--- config.mk ---
export PLATFORM = sky130hd
export DESIGN_NAME = ec_run_ctrl_flat
export DESIGN_NICKNAME = d
export VERILOG_FILES = /design/src/rtl/ec_pkg.sv /design/src/rtl/ec_run_ctrl_if.sv /design/src/rtl/ec_watchdog.sv /design/src/rtl/ec_run_ctrl.sv /design/src/flat_wrapper.sv
export SDC_FILE = /design/constraint.sdc
export NUM_CORES = 1
export LEC_CHECK = 0
export CAP_MARGIN = 20
export CORE_AREA = 2 2 87 89
export DETAILED_ROUTE_END_ITERATION = 6
export DIE_AREA = 0 0 89 91
export PLACE_DENSITY = 0.89
export SYNTH_ARGS = -nofsm -noshare
export SYNTH_HDL_FRONTEND = slang
export SYNTH_SLANG_ARGS = --single-unit
export TNS_END_PERCENT = 20
--- constraint.sdc ---
create_clock -name clk -period 4.1 [get_ports clk]
set_input_delay 1.025 -clock clk [delete_from_list [all_inputs] [get_ports clk]]
set_output_delay 1.025 -clock clk [all_outputs]
set_load 0.02 [all_outputs]
--- src/rtl/ec_pkg.sv ---
`default_nettype none
// ============================================================================
//  Module      : ec_pkg
//  Description : Shared types and constants for the encoder run controller.
//                Holds the controller state enumeration, the default
//                per-iteration watchdog limit and a small state helper.
//  Revision    : 1.0 - initial release
// ============================================================================
package ec_pkg;

    typedef enum logic [2:0] {
        ST_IDLE   = 3'd0,
        ST_LAUNCH = 3'd1,
        ST_WAIT   = 3'd2,
        ST_GAP    = 3'd3,
        ST_DONE   = 3'd4,
        ST_TOUT   = 3'd5
    } state_t;

    localparam int c_default_timeout_cyc = 1024;

    // True in the states that make up an active run. These are the states
    // where cycle_cnt advances and where abort is honoured.
    function automatic logic is_running(input state_t s);
        return (s == ST_LAUNCH) || (s == ST_WAIT) || (s == ST_GAP);
    endfunction

endpackage
`default_nettype wire

--- src/rtl/ec_run_ctrl_if.sv ---
`default_nettype none
// ============================================================================
//  Module      : ec_run_ctrl_if
//  Description : Bundle of the run-controller signals.
//                master : host/channel side (drives cfg_*, abort, clr, ch_done)
//                slave  : controller side   (drives cfg_ready, ch_start,
//                         finish, timeout, iter_cnt, cycle_cnt)
//  Revision    : 1.0 - initial release
// ============================================================================
interface ec_run_ctrl_if #(
    parameter int N_CH  = 4,
    parameter int CNT_W = 16
);
    logic              cfg_valid;
    logic              cfg_ready;
    logic [N_CH-1:0]   cfg_mask;
    logic [CNT_W-1:0]  cfg_iters;
    logic              abort;
    logic [N_CH-1:0]   ch_start;
    logic [N_CH-1:0]   ch_done;
    logic              finish;
    logic              timeout;
    logic [CNT_W-1:0]  iter_cnt;
    logic [CNT_W-1:0]  cycle_cnt;
    logic              clr;

    modport master (
        output cfg_valid, cfg_mask, cfg_iters, abort, ch_done, clr,
        input  cfg_ready, ch_start, finish, timeout, iter_cnt, cycle_cnt
    );

    modport slave (
        input  cfg_valid, cfg_mask, cfg_iters, abort, ch_done, clr,
        output cfg_ready, ch_start, finish, timeout, iter_cnt, cycle_cnt
    );

endinterface
`default_nettype wire

--- src/rtl/ec_watchdog.sv ---
`default_nettype none
// ============================================================================
//  Module      : ec_watchdog
//  Description : Per-iteration cycle watchdog. Counts enabled cycles since the
//                last clear. expired is asserted during the enabled cycle in
//                which the count steps to TIMEOUT_CYC-1, so the owner leaves
//                its wait state after TIMEOUT_CYC-1 enabled cycles.
//  Ports       : clk, rst_n (async, active-low)
//                clear   - synchronous clear, wins over enable
//                enable  - count this cycle
//                expired - limit reached in this enabled cycle
//  Revision    : 1.0 - initial release
// ============================================================================
module ec_watchdog
    import ec_pkg::*;
#(
    parameter int TIMEOUT_CYC = c_default_timeout_cyc
) (
    input  logic clk,
    input  logic rst_n,
    input  logic clear,
    input  logic enable,
    output logic expired
);

    localparam int             c_w    = (TIMEOUT_CYC > 2) ? $clog2(TIMEOUT_CYC) : 1;
    localparam logic [c_w-1:0] c_last = c_w'(TIMEOUT_CYC - 2);
    localparam logic [c_w-1:0] c_max  = {c_w{1'b1}};

    logic [c_w-1:0] r_count;

    always_ff @(posedge clk or negedge rst_n) begin
        if (!rst_n) begin
            r_count <= '0;
        end else if (clear) begin
            r_count <= '0;
        end else if (enable && (r_count != c_max)) begin
            r_count <= r_count + c_w'(1);
        end
    end

    // Decision is made on the pre-increment value so the owner sees the
    // expiry in the same cycle the count reaches its limit.
    assign expired = enable && (r_count == c_last);

endmodule
`default_nettype wire

--- src/rtl/ec_run_ctrl.sv ---
`default_nettype none
// ============================================================================
//  Module      : ec_run_ctrl
//  Description : Encoder run controller. Accepts a run (channel mask and
//                iteration count), pulses ch_start on the masked channels,
//                collects their ch_done pulses, repeats for the requested
//                number of iterations and reports finish / timeout.
//  Ports       : clk    - rising-edge clock
//                rst_n  - asynchronous active-low reset
//                bus    - ec_run_ctrl_if.slave: cfg_valid/cfg_ready/cfg_mask/
//                         cfg_iters, abort, clr, ch_start, ch_done, finish,
//                         timeout, iter_cnt, cycle_cnt
//  Revision    : 1.0 - initial release
// ============================================================================
module ec_run_ctrl
    import ec_pkg::*;
#(
    parameter int N_CH        = 4,
    parameter int CNT_W       = 16,
    parameter int TIMEOUT_CYC = c_default_timeout_cyc
) (
    input  logic         clk,
    input  logic         rst_n,
    ec_run_ctrl_if.slave bus
);

    state_t              r_state;
    state_t              w_state_next;

    logic [N_CH-1:0]     r_mask;
    logic [CNT_W-1:0]    r_iters;
    logic [N_CH-1:0]     r_collect;
    logic [CNT_W-1:0]    r_iter_cnt;
    logic [CNT_W-1:0]    r_cycle_cnt;

    logic                w_running;
    logic                w_accept;
    logic                w_abort;
    logic [N_CH-1:0]     w_new_done;
    logic                w_complete;
    logic [CNT_W-1:0]    w_iter_inc;
    logic                w_wd_clear;
    logic                w_wd_enable;
    logic                w_wd_expired;

    assign w_running  = is_running(r_state);
    assign w_accept   = (r_state == ST_IDLE) && bus.cfg_valid;
    assign w_abort    = w_running && bus.abort;
    assign w_new_done = bus.ch_done & r_mask;
    // An abort in the same cycle suppresses the completion so the counters
    // are left untouched on the way to TOUT.
    assign w_complete = (r_state == ST_WAIT) && !bus.abort &&
                        ((r_collect | w_new_done) == r_mask);
    assign w_iter_inc = r_iter_cnt + CNT_W'(1);

    assign w_wd_clear  = (r_state == ST_LAUNCH);
    assign w_wd_enable = (r_state == ST_WAIT);

    ec_watchdog #(
        .TIMEOUT_CYC (TIMEOUT_CYC)
    ) u_watchdog (
        .clk     (clk),
        .rst_n   (rst_n),
        .clear   (w_wd_clear),
        .enable  (w_wd_enable),
        .expired (w_wd_expired)
    );

    // ------------------------------------------------------------------
    // State register
    // ------------------------------------------------------------------
    always_ff @(posedge clk or negedge rst_n) begin
        if (!rst_n) begin
            r_state <= ST_IDLE;
        end else begin
            r_state <= w_state_next;
        end
    end

    // ------------------------------------------------------------------
    // Next-state logic
    // ------------------------------------------------------------------
    always_comb begin
        w_state_next = r_state;
        case (r_state)
            ST_IDLE: begin
                if (bus.cfg_valid) begin
                    if ((bus.cfg_mask == '0) || (bus.cfg_iters == '0)) begin
                        w_state_next = ST_DONE;
                    end else begin
                        w_state_next = ST_LAUNCH;
                    end
                end
            end
            ST_LAUNCH: begin
                w_state_next = bus.abort ? ST_TOUT : ST_WAIT;
            end
            ST_WAIT: begin
                if (bus.abort) begin
                    w_state_next = ST_TOUT;
                end else if (w_complete) begin
                    // Completion outranks a simultaneous watchdog expiry.
                    w_state_next = (w_iter_inc == r_iters) ? ST_DONE : ST_GAP;
                end else if (w_wd_expired) begin
                    w_state_next = ST_TOUT;
                end
            end
            ST_GAP: begin
                w_state_next = bus.abort ? ST_TOUT : ST_LAUNCH;
            end
            ST_DONE, ST_TOUT: begin
                if (bus.clr) begin
                    w_state_next = ST_IDLE;
                end
            end
            default: begin
                w_state_next = ST_IDLE;
            end
        endcase
    end

    // ------------------------------------------------------------------
    // Run configuration, done collection and counters
    // ------------------------------------------------------------------
    always_ff @(posedge clk or negedge rst_n) begin
        if (!rst_n) begin
            r_mask      <= '0;
            r_iters     <= '0;
            r_collect   <= '0;
            r_iter_cnt  <= '0;
            r_cycle_cnt <= '0;
        end else begin
            if (w_accept) begin
                r_mask      <= bus.cfg_mask;
                r_iters     <= bus.cfg_iters;
                r_iter_cnt  <= '0;
                r_cycle_cnt <= '0;
            end else begin
                if (w_complete) begin
                    r_iter_cnt <= w_iter_inc;
                end
                if (w_running && !w_abort && (r_cycle_cnt != {CNT_W{1'b1}})) begin
                    r_cycle_cnt <= r_cycle_cnt + CNT_W'(1);
                end
            end

            if (r_state == ST_LAUNCH) begin
                r_collect <= '0;
            end else if (r_state == ST_WAIT) begin
                r_collect <= r_collect | w_new_done;
            end
        end
    end

    // ------------------------------------------------------------------
    // Outputs: registers or state decode only
    // ------------------------------------------------------------------
    assign bus.cfg_ready = (r_state == ST_IDLE);
    assign bus.ch_start  = (r_state == ST_LAUNCH) ? r_mask : '0;
    assign bus.finish    = (r_state == ST_DONE) || (r_state == ST_TOUT);
    assign bus.timeout   = (r_state == ST_TOUT);
    assign bus.iter_cnt  = r_iter_cnt;
    assign bus.cycle_cnt = r_cycle_cnt;

endmodule
`default_nettype wire

--- src/flat_wrapper.sv ---
// flat-port wrapper written by rule: the top's interface ports become plain ports
module ec_run_ctrl_flat import ec_pkg::*;
#(
    parameter int N_CH        = 4,
    parameter int CNT_W       = 16,
    parameter int TIMEOUT_CYC = c_default_timeout_cyc
)
  (clk, rst_n, bus_cfg_valid, bus_cfg_mask, bus_cfg_iters, bus_abort, bus_ch_done, bus_clr, bus_cfg_ready, bus_ch_start, bus_finish, bus_timeout, bus_iter_cnt, bus_cycle_cnt);
  ec_run_ctrl_if #(.N_CH(N_CH), .CNT_W(CNT_W)) bus_i ();
  input  logic clk;
  input  logic rst_n;
  input wire logic [$bits(bus_i.cfg_valid)-1:0] bus_cfg_valid;
  input wire logic [$bits(bus_i.cfg_mask)-1:0] bus_cfg_mask;
  input wire logic [$bits(bus_i.cfg_iters)-1:0] bus_cfg_iters;
  input wire logic [$bits(bus_i.abort)-1:0] bus_abort;
  input wire logic [$bits(bus_i.ch_done)-1:0] bus_ch_done;
  input wire logic [$bits(bus_i.clr)-1:0] bus_clr;
  output wire logic [$bits(bus_i.cfg_ready)-1:0] bus_cfg_ready;
  output wire logic [$bits(bus_i.ch_start)-1:0] bus_ch_start;
  output wire logic [$bits(bus_i.finish)-1:0] bus_finish;
  output wire logic [$bits(bus_i.timeout)-1:0] bus_timeout;
  output wire logic [$bits(bus_i.iter_cnt)-1:0] bus_iter_cnt;
  output wire logic [$bits(bus_i.cycle_cnt)-1:0] bus_cycle_cnt;
  assign bus_i.cfg_valid = bus_cfg_valid;
  assign bus_i.cfg_mask = bus_cfg_mask;
  assign bus_i.cfg_iters = bus_cfg_iters;
  assign bus_i.abort = bus_abort;
  assign bus_i.ch_done = bus_ch_done;
  assign bus_i.clr = bus_clr;
  assign bus_cfg_ready = bus_i.cfg_ready;
  assign bus_ch_start = bus_i.ch_start;
  assign bus_finish = bus_i.finish;
  assign bus_timeout = bus_i.timeout;
  assign bus_iter_cnt = bus_i.iter_cnt;
  assign bus_cycle_cnt = bus_i.cycle_cnt;
  ec_run_ctrl #(.N_CH(N_CH), .CNT_W(CNT_W), .TIMEOUT_CYC(TIMEOUT_CYC)) u_core (.clk(clk), .rst_n(rst_n), .bus(bus_i));
endmodule
After elaboration in Yosys (flattened, before gate mapping)
Cells that the tools add are included.
{"block": "word_totals", "ff_bits": 69, "input_bits": 29, "out_inout_bits": 39}
{"block": "classes", "addsub": 3, "eq_ne": 13, "muxes": 19, "bitwise": 2, "reduce_logical": 23}
{"op": "$mux W16", "count": 4}
{"op": "$add A16 B1 Y16 const B", "count": 2}
{"op": "$mux W3", "count": 9}
{"op": "$mux W10", "count": 2}
{"op": "$eq A16 B16 Y1", "count": 1}
{"op": "$logic_not A16 Y1", "count": 1}
{"op": "$ne A16 B16 Y1 const B", "count": 1}
{"op": "$pmux W3 S5", "count": 1}
{"op": "$mux W4", "count": 3}
{"op": "$add A10 B1 Y10 const B", "count": 1}
{"op": "$eq A10 B10 Y1 const B", "count": 1}
{"op": "$ne A10 B10 Y1 const B", "count": 1}
{"op": "$logic_and A1 B1 Y1", "count": 8}
{"op": "$reduce_bool A2 Y1", "count": 4}
{"op": "$eq A3 B2 Y1 const B", "count": 2}
{"op": "$eq A3 B3 Y1 const B", "count": 2}
{"op": "$and A4 B4 Y4", "count": 1}
{"op": "$eq A4 B4 Y1", "count": 1}
{"op": "$logic_not A4 Y1", "count": 1}
{"op": "$logic_or A1 B1 Y1", "count": 4}
{"op": "$ne A2 B2 Y1 const B", "count": 2}
{"op": "$ne A4 B2 Y1 const B", "count": 1}
{"op": "$or A4 B4 Y4", "count": 1}
{"op": "$eq A3 B1 Y1 const B", "count": 1}
{"op": "other kinds (4)", "count": 5}

Logic depth before layout (Yosys ltp)
Gate-level depths: netlist of the first run.
{"block": "depth", "depth_word": 9, "depth_mapped": 9, "depth_no_buf": 8}

Modules after synthesis
A second synthesis of the first run with hierarchy kept.
{"block": "unflattened", "cells_unflattened": 459, "hier_area_um2": 4085.2}
{"mod": "ec_run_ctrl", "instances": 1, "cells_per_inst": 394, "area_per_inst_um2": 3485.8}
{"mod": "ec_watchdog", "instances": 1, "cells_per_inst": 65, "area_per_inst_um2": 599.3}

Worst setup path after synthesis of the first run
No wires, ideal clock.
{"block": "synth_path", "kind": "flip-flop to flip-flop", "from": "register u_core.r_iter_cnt[0], in the netlist u_core.bus.iter_cnt[0]", "to": "register u_core.r_state[1]", "setup_ps": 136, "arrival_time_ps": 2420, "required_time_ps": 3964, "setup_slack_ps": 1544, "path_stages_with_launch": 9, "n_path_buf": 1, "path_cell_list": "dfrtp_1 > ha_1 > clkbuf_2 > nand3_1 > nor4_4 > xnor2_1 > or4_4 > nor4b_4 > o21ai_0"}
{"block": "synth_between", "elab_chain_cells": 6}
{"item": "start, declared", "line": "ec_run_ctrl.sv:33", "text": "logic [CNT_W-1:0] r_iter_cnt;"}
{"item": "start signal, assigned", "line": "ec_run_ctrl.sv:140", "text": "r_iter_cnt <= w_iter_inc;"}
{"item": "$add A16 B1 Y16", "line": "ec_run_ctrl.sv:54", "text": "assign w_iter_inc = r_iter_cnt + CNT_W'(1);"}
{"item": "$eq A16 B16 Y1", "line": "ec_run_ctrl.sv:103", "text": "w_state_next = (w_iter_inc == r_iters) ? ST_DONE : ST_GAP;"}
{"item": "$mux W3", "line": "ec_run_ctrl.sv:103"}
{"item": "$mux W3", "line": "ec_run_ctrl.sv:101", "text": "end else if (w_complete) begin"}
{"item": "$mux W3", "line": "ec_run_ctrl.sv:99", "text": "if (bus.abort) begin"}
{"item": "$pmux W3 S5", "line": "ec_run_ctrl.sv:85", "text": "case (r_state)"}
{"item": "end signal, assigned", "line": "ec_run_ctrl.sv:76", "text": "r_state <= w_state_next;"}
{"item": "end, declared", "line": "ec_run_ctrl.sv:27", "text": "state_t r_state;"}
Every way passes these cells.
A chain may end at the register's enable or synchronous reset.

Worst setup path after layout of the first run
{"block": "layout_path", "from": "register u_core.r_state[0]", "to": "output port bus_ch_start[1]"}
{"block": "layout_between", "elab_chain_cells": 2}
{"item": "$eq A3 B1 Y1", "line": "ec_run_ctrl.sv:159", "text": "assign bus.ch_start = (r_state == ST_LAUNCH) ? r_mask : '0;"}
{"item": "$mux W4", "line": "ec_run_ctrl.sv:159"}
{"item": "end, declared", "line": "flat_wrapper.sv:19", "text": "output wire logic [$bits(bus_i.ch_start)-1:0] bus_ch_start;"}
Every way passes these cells.

==> impl_metrics.env, run 1 <==
export IMPL_status="finished clean"
export IMPL_grt_max_degree=57
export IMPL_synthesis_area_sq_um=4090
export IMPL_synth_area_per_cell_sq_um=9.32
export IMPL_rsz0062_at_grt="false"
export IMPL_yosys_top_cells_area="dfrtp_1 (42%), mux2_2 (5.2%), nor2_1 (4.8%)"
export IMPL_start_util_pct=57.3
export IMPL_ant_nets=0
export IMPL_ys_warn_count=0
export IMPL_worst_setup_path_type="flip-flop to output port"
export IMPL_synth_top_area_share_pct=42.2
export IMPL_yosysSeqAreaShare_pct=42.2
export IMPL_p_leak_nw=2.05
export IMPL_io_pins=68
export IMPL_post_route_util_pct=70.8
export IMPL_seqPwrFrac_pct=37.9
export IMPL_setup_viol=0
export IMPL_grt_pass1_vias=3545
export IMPL_endpoint_kind="output port"
export IMPL_post_route_period_util_pct=78.4
export IMPL_setup_slack_ns=0.885
export IMPL_hpwl_microns=6880
export IMPL_routed_wl_microns=9780
export IMPL_avgRoutedWirePerCell_microns=16.3
export IMPL_clkLatencyLatePin_ns=0.35
export IMPL_core_rowCount=31
export IMPL_num_vias=3610
export IMPL_finClkSkew_ns=0.0113
export IMPL_io_buffers=67
export IMPL_drv_cap=0
export IMPL_synthArstFlopShare_pct=100
export IMPL_cp_slowest_cell="clkdlybuf4s50_1"
export IMPL_cp_arrival_ns=2.19
export IMPL_tightest_slew_ns=0.972
export IMPL_syn_inst=439
export IMPL_ctsResizeCount=0
export IMPL_grt_use_total_pct=25.8
export IMPL_clock_tree_root_cell="clkbuf_8"
export IMPL_synth_seq_cells=69
export IMPL_antenna_found_initial=0
export IMPL_synthTopCellsByCount="dfrtp_1 (69), nor2_1 (52), o21ai_0 (32), nand2_1 (27)"
export IMPL_antenna_cells=0
export IMPL_via_per_inst=6.00
export IMPL_clock_power_share_pct=26.2
export IMPL_placed_area_sq_um=4810
export IMPL_hold_viol_final=0
export IMPL_max_freq_mhz=311
export IMPL_clk_path_buf_depth=2
export IMPL_path_cells="or3b_2 -> nor2_1 -> clkdlybuf4s50_1"
export IMPL_die_area_sq_um=8100
export IMPL_worst_setup_path_start_kind="flip-flop"
export IMPL_setup_tns_ns=0
export IMPL_holdWs_ns=0.533
export IMPL_hp_class="flip-flop to flip-flop"
export IMPL_ir_worst_vdd_uv=320
export IMPL_path_clk_slew_ns=0.08
export IMPL_slowest_delay_ns=0.62
export IMPL_swShare_pct=35.5
export IMPL_p_switching_mw=0.940
export IMPL_grt_remaining_overflow=0
export IMPL_min_period_ns=3.21
export IMPL_area_growth_pct=23.6
export IMPL_grt_pass1_wl_microns=16500
export IMPL_synthFlopType="dfrtp_1"
export IMPL_postCtsSetupBuffers=0
export IMPL_cts_hold_buf=0
export IMPL_drt_pre_antenna_iters=4
export IMPL_final_max_slew_violation_count=0
export IMPL_drc=0
export IMPL_slew_headroom_pct=35.1
export IMPL_drtIter0Drc=258
export IMPL_synth_fp_nets=472
export IMPL_yosys_area_top_type="dfrtp_1"
export IMPL_post_place_ws_ns=0.894
export IMPL_place_congestion=0.917
export IMPL_synth_cell_types=63
export IMPL_intPower_mw=1.71
export IMPL_drive_gt1_share_pct=9.54
export IMPL_tritoncts="yes"
export IMPL_final_nets=531
export IMPL_cts_made_buffers=9
export IMPL_p_per_area_nw_per_um2=524
export IMPL_comb_power_share_pct=35.9
export IMPL_cp_max_fo=11
export IMPL_critPathRequiredTime_ns=3.07
export IMPL_stdcell_area_sq_um=5060
export IMPL_die_y_microns=91
export IMPL_core_sq_um=7140
export IMPL_synth_edf_count=0
export IMPL_synth_most_common_cell="dfrtp_1"
export IMPL_cts_htree_levels=3
export IMPL_die_w_microns=89
export IMPL_clock_sinks=69
==> final cells by class <==
class                      instances  area (sq um)
multi-input combinational        336          2220
clock buffer                      11           141
fill                             554          2080
sequential                        69          1730
tap                               99           124
timing repair buffer              72           703
clock inverter                     5           108
inverter                          10          37.5
==> power groups by stage <==
stage | registers [mW] | clock network, mW | logic (mW)
floorplan | 0.964 | 0 | 0.692
global placement | 1.00 | 0 | 0.918
detailed placement | 1.01 | 0 | 0.941
CTS | 1.00 | 0.703 | 0.950
global route | 1.02 | 0.733 | 1.05
finish | 1.01 | 0.694 | 0.951
==> metal layers <==
metal | track usage, % | share of wire, % | up-vias
li1 | - | - | 1722
met4 | 9.95 | 1.9 | 0
met2 | 41.7 | 49 | 110
met5 | 0 | 0 | -
met3 | 4.00 | 4.2 | 17
met1 | 34.5 | 44 | 1761
==> kinds of logic after synthesis <==
logic type      count (synthesis)  share of synthesized area [%]
simple gates                  180                           24.6
flops                          69                           42.2
fa+ha+maj                       4                           1.22
buf+inv                        34                           3.64
xor+xnor                       37                           7.92
mux                            20                           5.47
compound gates                 95                           14.9
==> metrics by stage <==
step                power, mW  std cells
floorplan                1.66        439
global placement         1.92        586
detailed placement       1.95        586
CTS                      2.65        602
global route             2.80        602
finish                   2.65        602
==> state kept, by name, indices dropped and copies added, names as in the netlist <==
| name | count |
|---|---|
| u_core.bus.cycle_cnt | 16 |
| u_core.r_iters | 16 |
| u_core.r_mask | 4 |
| u_core.r_state | 3 |
| u_core.u_watchdog.r_count | 10 |
| u_core.r_collect | 4 |
| u_core.bus.iter_cnt | 16 |
==> worst paths after layout <==
check	from	endpoint	slack, ns	depth (start not counted)
min in group asynchronous	rst_n	u_core.bus.iter_cnt[10]	0.55	1
hold reg to reg	u_core.r_collect[0]	u_core.r_collect[0]	0.53	2
setup reg to reg	u_core.bus.iter_cnt[0]	u_core.r_state[1]	1.18	8
hold / removal	u_core.r_collect[0]	u_core.r_collect[0]	0.53	2
setup / recovery	u_core.r_state[0]	bus_ch_start[1]	0.89	3
max in group asynchronous	rst_n	u_core.r_state[1]	2.54	2
==> cell usage in the layout, fill, tap and decap left out, types with 2 or more instances in the layout <==
master           synthesis  final
o21ai_0                 32     32
nor2_1                  52     52
nand3_1                 16     16
o31ai_1                  6      6
nand2_1                 27     27
a31oi_1                  6      6
o2111a_1                 2      2
nor4_1                  11     11
inv_1                   10     10
and3_1                   4      4
or3_1                    7      7
dfrtp_1                 69     69
and2_1                   6      7
xnor2_1                 18     18
clkbuf_8                 0     10
o21bai_1                 2      2
a21oi_1                 18     18
xor2_1                  19     19
o211ai_1                 5      5
ha_1                     4      4
and4_1                   6      6
mux2_2                  19     19
bufinv_16                0      3
or4_4                    2      2
buf_4                    2      5
o21a_1                   3      3
clkinv_4                 0      2
clkdlybuf4s50_1          0     66
o41ai_1                  5      5
nor3_1                   6      6
nand3b_1                 3      3
nand4_1                 14     14
nor2b_1                  9      9
a2111oi_0                3      3
nor3b_1                  3      3
o31a_1                   2      2
==> worst max-delay path: cells and delay by family (launching register included) <==
family | cells | cell delay (ns)
and+or+nand+nor | 2 | 0.69
buffers and inverters | 1 | 0.62
DFF | 1 | 0.52
No activity file was read; power rests on OpenSTA's default activity.
==> run 2, diff against run 1 <==
--- a/config.mk
+++ b/config.mk
@@ -6,10 +6,10 @@
 export NUM_CORES = 1
 export LEC_CHECK = 0
 export CAP_MARGIN = 20
-export CORE_AREA = 2 2 87 89
+export CORE_AREA = 2 2 95 97
 export DETAILED_ROUTE_END_ITERATION = 6
-export DIE_AREA = 0 0 89 91
-export PLACE_DENSITY = 0.89
+export DIE_AREA = 0 0 97 99
+export PLACE_DENSITY = 0.8
 export SYNTH_ARGS = -nofsm -noshare
 export SYNTH_HDL_FRONTEND = slang
 export SYNTH_SLANG_ARGS = --single-unit
==> constraint.sdc (replaced) <==
create_clock -name clk -period 2.8 [get_ports clk]
set_input_delay 0.7 -clock clk [delete_from_list [all_inputs] [get_ports clk]]
set_output_delay 0.7 -clock clk [all_outputs]
set_load 0.02 [all_outputs]
==> run 2 against run 1 <==
Clock-buffer cell count is the same. Global-route usage shrank 4.5 points. Routed wire length grew 2.8%. Via count grew 1.9%. Highest routed layer unchanged. Clock skew shrank 0.0040 ns. First-iteration DRC count shrank 3.1%. Sequential power grew 45%. Register-to-register slack lost 0.89 ns. Die area grew 19%.
==> impl_metrics.env, run 2 (synthesized netlist as in run 1, its figures left out) <==
export IMPL_p_per_area_nw_per_um2=722
export IMPL_ant_nets=0
export IMPL_grt_remaining_overflow=0
export IMPL_min_period_ns=2.69
export IMPL_final_nets=546
export IMPL_clock_tree_root_cell="clkbuf_8"
export IMPL_via_per_inst=5.89
export IMPL_top_layer="met4"
export IMPL_path_clk_slew_ns=0.07
export IMPL_cts_made_buffers=9
export IMPL_drtIter0Drc=250
export IMPL_slew_headroom_pct=57.6
export IMPL_core_sq_um=8550
export IMPL_dr_wl_met2_microns=4820
export IMPL_hp_class="input pin to async pin"
export IMPL_met1_length_microns=4580
export IMPL_wl_met3_microns=476
export IMPL_layout_commonest_cell="dfrtp_1"
export IMPL_die_w_microns=97
export IMPL_routed_wl_microns=10100
export IMPL_area_growth_pct=25.4
export IMPL_worst_setup_path_start_kind="flip-flop"
export IMPL_grt_use_total_pct=21.3
export IMPL_status="finished clean"
export IMPL_core_rowCount=34
export IMPL_hold_viol_final=0
export IMPL_antenna_cells=0
export IMPL_antenna_found_initial=0
export IMPL_io_pins=68
export IMPL_cts_htree_levels=3
export IMPL_place_congestion=0.955
export IMPL_tightest_slew_ns=0.628
export IMPL_hpwl_microns=7330
export IMPL_clk_path_buf_depth=2
export IMPL_drive_gt1_share_pct=12.4
export IMPL_drc=0
export IMPL_grt_max_degree=52
export IMPL_io_buffers=67
export IMPL_ir_worst_vdd_uv=393
export IMPL_tritoncts="yes"
export IMPL_post_route_period_util_pct=96.2
export IMPL_critPathRequiredTime_ns=2.10
export IMPL_post_route_util_pct=60.0
export IMPL_die_y_microns=99
export IMPL_max_freq_mhz=371
export IMPL_endpoint_kind="output port"
export IMPL_power_mw=3.70
export IMPL_worst_setup_path_type="flip-flop to output port"
export IMPL_p_leak_nw=2.10
export IMPL_layout_common_cells="dfrtp_1 (67), clkdlybuf4s50_1 (65), nor2_1 (52), o21ai_0 (32), nand2_1 (27)"
export IMPL_clkLatencyLatePin_ns=0.34
export IMPL_avgRoutedWirePerCell_microns=16.1
export IMPL_final_max_slew_violation_count=0
export IMPL_setup_viol=0
export IMPL_clock_sinks=69
export IMPL_num_vias=3680
export IMPL_postCtsSetupBuffers=0
export IMPL_cp_arrival_ns=1.99
export IMPL_start_util_pct=47.8
export IMPL_cp_max_fo=10
export IMPL_finClkSkew_ns=0.00733
export IMPL_setup_tns_ns=0
export IMPL_die_area_sq_um=9600
export IMPL_drv_cap=0
export IMPL_drt_pre_antenna_iters=7
export IMPL_grt_pass1_wl_microns=17000
export IMPL_grt_pass1_vias=3474
export IMPL_rsz0062_at_grt="false"
-- run 2: final cells by class --
type | count | area, sq um
sequential | 69 | 1730
tap | 108 | 135
clock buffer | 11 | 131
clock inverter | 4 | 50.0
timing repair buffer | 87 | 827
inverter | 10 | 37.5
fill | 711 | 3420
multi-input combinational | 336 | 2220
-- run 2: metal layers --
metal,track usage (%),up-vias
met3,4.75,13
met5,0,-
met4,5.96,0
li1,-,1748
met2,34.0,120
met1,29.4,1799
-- run 2: worst paths after layout --
check / slack, ns / from / endpoint / cells past startpoint
max: 0.11 / u_core.r_state[1] / bus_cfg_ready / 3
min: 0.30 / rst_n / u_core.bus.iter_cnt[6] / 1
max reg2reg: 0.29 / u_core.bus.iter_cnt[3] / u_core.r_state[1] / 6
min reg2reg: 0.53 / u_core.r_iters[12] / u_core.r_iters[12] / 1
max in group asynchronous: 1.86 / rst_n / u_core.r_state[0] / 2
min in group clk: 0.53 / u_core.r_iters[12] / u_core.r_iters[12] / 1
-- run 2: critical path, cell delays in order (launching register included) --
cell and delay [ns]:
dfrtp_1 0.47, or3_1 0.45, inv_1 0.12, clkdlybuf4s50_1 0.62
-- run 2: through the flow --
stage | hold slack [ns] | worst slack (ns) | cells | instance area, sq um
after floorplan | 0.404 | 0.244 | 439 | 4090
after global placement | 0.500 | 0.304 | 610 | 4940
after detailed placement | 0.518 | 0.245 | 610 | 4940
after CTS | 0.313 | 0.0869 | 625 | 5130
after global routing | 0.343 | 0.0234 | 625 | 5130
final | 0.302 | 0.107 | 625 | 5130
-- run 2: what timing repair did --
item / in CTS / in global routing
gates resized for setup: 4 / 0
hold buffers: 0 / 0
setup endpoints to repair: 4 / 0
-- run 2: power breakdown --
part / total, mW / internal (mW) / switching (mW)
sequential: 1.46 / 1.22 / 0.240
combinational: 1.48 / 0.709 / 0.768
clock: 0.772 / 0.406 / 0.366
